[config.mk]
export PLATFORM = sky130hd
export DESIGN_NAME = pcjr_bus_hold_arbiter_flat
export DESIGN_NICKNAME = d
export VERILOG_FILES = /design/src/rtl/pcjr_bus_hold_arbiter_if.sv /design/src/rtl/pcjr_bus_hold_arbiter.sv /design/src/flat_wrapper.sv
export SDC_FILE = /design/constraint.sdc
export NUM_CORES = 1
export LEC_CHECK = 0
export CORE_ASPECT_RATIO = 1.1
export CORE_MARGIN = 1.5
export CORE_UTILIZATION = 30
export CTS_BUF_LIST = sky130_fd_sc_hd__clkbuf_16
export DETAILED_ROUTE_END_ITERATION = 12
export GPL_TIMING_DRIVEN = 1
export SETUP_SLACK_MARGIN = 0.1
export SLEW_MARGIN = 40
export SYNTH_ARGS = -nofsm -noshare
export SYNTH_HDL_FRONTEND = slang
export SYNTH_SLANG_ARGS = --single-unit
[constraint.sdc]
create_clock -name clock -period 1.68 [get_ports clock]
set_input_delay 0.168 -clock clock [delete_from_list [all_inputs] [get_ports clock]]
set_output_delay 0.168 -clock clock [all_outputs]
set_load 0.02 [all_outputs]
[src/rtl/pcjr_bus_hold_arbiter_if.sv]
// Purpose : groups the CPU hold/ready handshake, the decoded I/O strobes and
//           the secondary requester handshake into one bundle.
// Latency : none; the bundle contains no logic.
// Backpressure: requester holds req until grant; the CPU answers HOLD with HLDA.
// Modports:
//   master - the arbiter: drives HOLD, RDY, grant and hold_timeout.
//   slave  - the surroundings (CPU, decoder, requester): drive everything else.
interface pcjr_bus_hold_arbiter_if;
    logic cpu_clock_posedge;
    logic cpu_clock_negedge;
    logic IOR_N;
    logic IOW_N;
    logic HLDA;
    logic HOLD;
    logic RDY;
    logic req;
    logic done;
    logic grant;
    logic hold_timeout;

    modport master (
        input  cpu_clock_posedge,
        input  cpu_clock_negedge,
        input  IOR_N,
        input  IOW_N,
        input  HLDA,
        input  req,
        input  done,
        output HOLD,
        output RDY,
        output grant,
        output hold_timeout
    );

    modport slave (
        output cpu_clock_posedge,
        output cpu_clock_negedge,
        output IOR_N,
        output IOW_N,
        output HLDA,
        output req,
        output done,
        input  HOLD,
        input  RDY,
        input  grant,
        input  hold_timeout
    );
endinterface

[src/rtl/pcjr_bus_hold_arbiter.sv]
// Purpose : shares the PCjr bus between the 8088 and a secondary requester via
//           HOLD/HLDA, and stretches I/O commands with RDY wait states.
// Latency : every output is registered; one system clock after the deciding
//           CPU-clock enable.
// Backpressure: requester is held off by the idle guard after each release and
//           is forcibly released after MAX_HOLD CPU clocks; CPU is stalled via RDY.
// Ports:
//   clock, reset - system clock and asynchronous active-high reset.
//   bus          - arbiter side of pcjr_bus_hold_arbiter_if (see that file).
module pcjr_bus_hold_arbiter #(
    parameter int WAIT_STATES = 1,
    parameter int MAX_HOLD    = 8
) (
    input  logic                            clock,
    input  logic                            reset,
    pcjr_bus_hold_arbiter_if.master         bus
);

    localparam logic [2:0] WS_LOAD    = 3'(WAIT_STATES);
    localparam logic [7:0] HOLD_LIMIT = 8'(MAX_HOLD - 1);

    typedef enum logic [1:0] {
        IDLE    = 2'd0,
        REQ     = 2'd1,
        GRANT   = 2'd2,
        RELEASE = 2'd3
    } state_t;

    state_t     state_q, state_d;
    logic       hold_q, hold_d;
    logic       grant_q, grant_d;
    logic       timeout_q, timeout_d;
    logic       guard_q, guard_d;
    logic       done_lat_q, done_lat_d;
    logic [7:0] hold_cnt_q, hold_cnt_d;

    logic       cmd, cmd_q, cmd_rise;
    logic       rdy_q, rdy_d;
    logic [2:0] ws_cnt_q, ws_cnt_d;

    logic       done_seen;
    logic       at_limit;

    // A done pulse between CPU-clock enables is remembered until the next one.
    assign done_seen = bus.done | done_lat_q;
    assign at_limit  = (hold_cnt_q >= HOLD_LIMIT);

    assign cmd      = ~(bus.IOR_N & bus.IOW_N);
    assign cmd_rise = cmd & ~cmd_q;

    // ------------------------------------------------------------------
    // Hold FSM: moves only on CPU-clock rising-edge enables.
    // ------------------------------------------------------------------
    always_comb begin
        state_d    = state_q;
        hold_d     = hold_q;
        grant_d    = grant_q;
        timeout_d  = 1'b0;
        guard_d    = guard_q;
        hold_cnt_d = hold_cnt_q;
        done_lat_d = done_lat_q | bus.done;

        if (bus.cpu_clock_posedge) begin
            done_lat_d = 1'b0;
            // The guard only ever lives for one enable interval.
            guard_d    = 1'b0;
            case (state_q)
                IDLE: begin
                    if (bus.req && !guard_q) begin
                        state_d = REQ;
                        hold_d  = 1'b1;
                    end
                end
                REQ: begin
                    // A withdrawn request wins over a late HLDA.
                    if (!bus.req) begin
                        state_d = IDLE;
                        hold_d  = 1'b0;
                    end else if (bus.HLDA) begin
                        state_d    = GRANT;
                        grant_d    = 1'b1;
                        hold_cnt_d = 8'd0;
                    end
                end
                GRANT: begin
                    if (done_seen || !bus.req || at_limit) begin
                        state_d   = RELEASE;
                        hold_d    = 1'b0;
                        grant_d   = 1'b0;
                        timeout_d = at_limit;
                    end else if (hold_cnt_q != 8'hFF) begin
                        hold_cnt_d = hold_cnt_q + 8'd1;
                    end
                end
                RELEASE: begin
                    if (!bus.HLDA) begin
                        state_d = IDLE;
                        guard_d = 1'b1;
                    end
                end
                default: begin
                    state_d = IDLE;
                end
            endcase
        end
    end

    // ------------------------------------------------------------------
    // Wait-state engine. RDY low marks "counting"; commands arriving then
    // are ignored. The CPU is floated during GRANT, so RDY is held high.
    // ------------------------------------------------------------------
    always_comb begin
        rdy_d    = rdy_q;
        ws_cnt_d = ws_cnt_q;
        if (grant_d) begin
            rdy_d    = 1'b1;
            ws_cnt_d = 3'd0;
        end else if (!rdy_q) begin
            if (ws_cnt_q == 3'd0) begin
                rdy_d = 1'b1;
            end else if (bus.cpu_clock_negedge) begin
                ws_cnt_d = ws_cnt_q - 3'd1;
            end
        end else if (cmd_rise && (WS_LOAD != 3'd0)) begin
            rdy_d    = 1'b0;
            ws_cnt_d = WS_LOAD;
        end
    end

    always_ff @(posedge clock or posedge reset) begin
        if (reset) begin
            state_q    <= IDLE;
            hold_q     <= 1'b0;
            grant_q    <= 1'b0;
            timeout_q  <= 1'b0;
            guard_q    <= 1'b0;
            done_lat_q <= 1'b0;
            hold_cnt_q <= 8'd0;
            cmd_q      <= 1'b0;
            rdy_q      <= 1'b1;
            ws_cnt_q   <= 3'd0;
        end else begin
            state_q    <= state_d;
            hold_q     <= hold_d;
            grant_q    <= grant_d;
            timeout_q  <= timeout_d;
            guard_q    <= guard_d;
            done_lat_q <= done_lat_d;
            hold_cnt_q <= hold_cnt_d;
            cmd_q      <= cmd;
            rdy_q      <= rdy_d;
            ws_cnt_q   <= ws_cnt_d;
        end
    end

    assign bus.HOLD         = hold_q;
    assign bus.grant        = grant_q;
    assign bus.RDY          = rdy_q;
    assign bus.hold_timeout = timeout_q;

endmodule

[src/flat_wrapper.sv]
// flat-port wrapper written by rule: the top's interface ports become plain ports
module pcjr_bus_hold_arbiter_flat 
#(
    parameter int WAIT_STATES = 1,
    parameter int MAX_HOLD    = 8
)
  (clock, reset, bus_cpu_clock_posedge, bus_cpu_clock_negedge, bus_IOR_N, bus_IOW_N, bus_HLDA, bus_req, bus_done, bus_HOLD, bus_RDY, bus_grant, bus_hold_timeout);
  pcjr_bus_hold_arbiter_if bus_i ();
  input  logic clock;
  input  logic reset;
  input wire logic [$bits(bus_i.cpu_clock_posedge)-1:0] bus_cpu_clock_posedge;
  input wire logic [$bits(bus_i.cpu_clock_negedge)-1:0] bus_cpu_clock_negedge;
  input wire logic [$bits(bus_i.IOR_N)-1:0] bus_IOR_N;
  input wire logic [$bits(bus_i.IOW_N)-1:0] bus_IOW_N;
  input wire logic [$bits(bus_i.HLDA)-1:0] bus_HLDA;
  input wire logic [$bits(bus_i.req)-1:0] bus_req;
  input wire logic [$bits(bus_i.done)-1:0] bus_done;
  output wire logic [$bits(bus_i.HOLD)-1:0] bus_HOLD;
  output wire logic [$bits(bus_i.RDY)-1:0] bus_RDY;
  output wire logic [$bits(bus_i.grant)-1:0] bus_grant;
  output wire logic [$bits(bus_i.hold_timeout)-1:0] bus_hold_timeout;
  assign bus_i.cpu_clock_posedge = bus_cpu_clock_posedge;
  assign bus_i.cpu_clock_negedge = bus_cpu_clock_negedge;
  assign bus_i.IOR_N = bus_IOR_N;
  assign bus_i.IOW_N = bus_IOW_N;
  assign bus_i.HLDA = bus_HLDA;
  assign bus_i.req = bus_req;
  assign bus_i.done = bus_done;
  assign bus_HOLD = bus_i.HOLD;
  assign bus_RDY = bus_i.RDY;
  assign bus_grant = bus_i.grant;
  assign bus_hold_timeout = bus_i.hold_timeout;
  pcjr_bus_hold_arbiter #(.WAIT_STATES(WAIT_STATES), .MAX_HOLD(MAX_HOLD)) u_core (.clock(clock), .reset(reset), .bus(bus_i));
endmodule
==> results of run 1 <==
cell families after synthesis:
logic type | share of synthesized area, %
adder cells (fa/ha/maj) | 9.58
flip-flops | 48.0
multiplexers | 1.92
AND/OR/NAND/NOR | 22.4
AO/OA/AOI/OAI | 14.4
buffers and inverters | 3.71
metrics by stage:
stage	instances	instance area [um^2]
after floorplan	102	1050
after global routing	179	1470
after global placement	170	1290
after detailed placement	170	1290
after CTS	175	1410
final	179	1470
Yosys cell counts:
cell and n:
dfrtp_1 19, nand2_1 10, inv_1 9, ha_1 8, o21ai_0 6, a21oi_1 5
and2_1 4, nor2_1 4, nand4_1 3, a211oi_1 2, mux2i_1 2, nand2b_1 2
nand3_1 2, nand3b_1 2, nor3_1 2, or3_1 2, a211o_1 1, a21boi_0 1
a21boi_1 1, a22o_1 1, a32o_1 1, a41oi_1 1, and2_2 1, and3_1 1
and3b_1 1, buf_2 1, dfstp_2 1, nand4_2 1, nand4b_1 1, nor2b_1 1
nor4_4 1, o211ai_1 1, o21a_1 1, o21bai_1 1, o22ai_1 1, or2_1 1
power by group through the flow:
stage | clock (mW) | combinational, mW | sequential (mW)
finish | 0.666 | 0.785 | 0.665
global route | 0.695 | 0.866 | 0.681
CTS | 0.675 | 0.718 | 0.656
detailed placement | 0 | 0.698 | 0.663
global placement | 0 | 0.674 | 0.661
floorplan | 0 | 0.386 | 0.696
timing repair:
action / CTS / global route
resized for setup: 2 / 10
cloned: 0 / 0
endpoints found under the setup margin: 7 / 16
buffers inserted: 1 / 4
pin swaps: 0 / 9
layout by cell type (no fill, tap or decap), drive strengths merged, types with 2 or more instances in the layout:
master          n
mux2i           2
a21boi          2
clkdlybuf4s50  11
nand2          10
nor2            4
buf            14
dfrtp          19
nor3            2
or3             2
nand3           2
ha              8
nand4           4
a211oi          2
o21ai           6
and2            5
nand3b          2
inv             9
clkbuf          3
nand2b          2
a21oi           5
layout make-up:
class                   count  area [um^2]  area share [%]
clock buffers               3         75.1            5.10
repair buffers             26          228            15.5
flip-flops and latches     20          503            34.2
clock inverters             1         30.0            2.04
inverters                   9         36.3            2.46
well taps                  48         60.1            4.08
multi-input cells          72          541            36.7
how the worst max path moves through the flow:
stage,to,cells past startpoint,start,slack (ns)
global placement,u_core.hold_cnt_q[0]$_DFFE_PP0P_,5,bus_req,0.03
detailed placement,u_core.hold_cnt_q[0]$_DFFE_PP0P_,5,bus_req,0.007
floorplan,register,5,u_core.hold_cnt_q[0]$_DFFE_PP0P_,0.10
global route,u_core.hold_cnt_q[0]$_DFFE_PP0P_,4,u_core.hold_cnt_q[7]$_DFFE_PP0P_,0.04
CTS,register,6,u_core.state_q[0]$_DFFE_PP0P_,0.07
finish,u_core.ws_cnt_q[0]$_DFFE_PP0P_,6,u_core.state_q[0]$_DFFE_PP0P_,0.13
critical path, cell delays in order (launching register included):
cell and delay, ns:
dfrtp_2 0.42, inv_4 0.06, ha_1 0.34, a41oi_2 0.18
o22ai_1 0.11, buf_4 0.16, a211oi_1 0.18
per-layer routing:
metal  part of all wire [%]  vias up  global-route usage, %
met3                    3.2        4                   4.39
li1                       -      414                      -
met5                      0        -                      0
met2                     45       10                   19.2
met4                    1.5        0                   5.11
met1                     50      401                   16.9
==> metrics.yaml, run 1 <==
status: "finished clean"
dr.pass1.iters: 4
cts_tree: "yes"
period_share_pct: 92.1
timing.final.ws_setup_ns: 0.133
leakage_nw: 0.647
start_util_pct: 31.4
fmax_mhz: 647
tns_ns: 0
drt_iter0_drc: 10
die_area_um2: 3850
reg2regPathDepth: 6
switching_power_mw: 0.661
place_congestion: 0.813
syn_area_per_cell_um2: 10.2
whs_ns: 0.142
place.detailed.hpwl_um: 1560
crit_path_max_fanout: 5
rsz0062_at_grt: "yes"
via_per_inst: 4.63
totalPowerFinal_mw: 2.12
grt_pass1_wl_um: 3740
drive_gt1_share_pct: 22.1
p_clk_share_pct: 31.5
r2r_slack_ns: 0.13
num-fill-cells: 331
htreeDepth: 1
synth.largest_area_cell: "dfrtp_1"
pre_cts_ws_ns: 0.00727
die_w_um: 59.3
startpoint_type: "register"
synth.distinct_cells: 36
antenna_found_initial: 0
synthTopCellsByArea: "dfrtp_1 46%, ha_1 9.6%, nand2_1 3.6%"
cts_num_sinks: 20
clk_latency_ns: 0.26
final_hold_viol_count: 0
syn_area_um2: 1040
cts_buffer_depth: 2
p_sw_share_pct: 31.2
wire_per_inst_um: 12.3
relSlewSlack_pct: 80.2
p_comb_share_pct: 37.1
fin_skew_ns: 0.00538
worst_pin_slew_ns: 0.295
arrival_ns: 1.70
end_kind: "register"
diodes: 0
p_per_area_nw_per_um2: 1440
syn_to_final_growth_pct: 41.0
fin_util_pct: 44.2
syn_inst: 102
core_um2: 3330
die_y_um: 64.9
ir_drop_mv: 0.637
cts_hold_buf: 0
io_pins: 13
pwr-share-seq_pct: 31.4
largest_register: "u_core.hold_cnt_q"
synth_nets: 119
largest_reg_flops: 8
ys_ff_latch: 20
setup_viol: 0
grt_pass1_vias: 845
largestRegisters: "u_core.hold_cnt_q (8), u_core.ws_cnt_q (3)"
layout.nets: 149
r2r-end: "u_core.ws_cnt_q[0]$_DFFE_PP0P_"
ant_nets: 0
clk_pin_slew_ns: 0.06
internal_power_mw: 1.46
vias: 829
grt_overflow: 0
synth-seq-area-share_pct: 48.0
ys.warnings.count: 0
synth_top_cell_area_share_pct: 45.5
r2r-start: "u_core.state_q[0]$_DFFE_PP0P_"
routed_wl_um: 2200
grtUsageTotal_pct: 12.9
drv_cap: 0
cts_made_buffers: 3
drc_errors: 0
cts_root_buf: "clkbuf_16"
grt_max_degree: 15
port-buffer-count: 12
holdCritPathClass: "input pin to async pin"
maxSlewViolCount: 0
cp.required_ns: 1.84
critical_path_class: "register to register"
fp-row-count: 22
finalCriticalPeriod_ns: 1.55
Power figures use the tool's default switching activity.
==> run 2: changes to the inputs <==
--- a/config.mk
+++ b/config.mk
@@ -9,6 +9,7 @@
 export CORE_MARGIN = 1.5
 export CORE_UTILIZATION = 30
 export CTS_BUF_LIST = sky130_fd_sc_hd__clkbuf_16
+export CTS_CLUSTER_DIAMETER = 80
 export DETAILED_ROUTE_END_ITERATION = 12
 export GPL_TIMING_DRIVEN = 1
 export SETUP_SLACK_MARGIN = 0.1
==> results of run 2 <==
Final layout, timing and power as in run 1 (identical DEF).
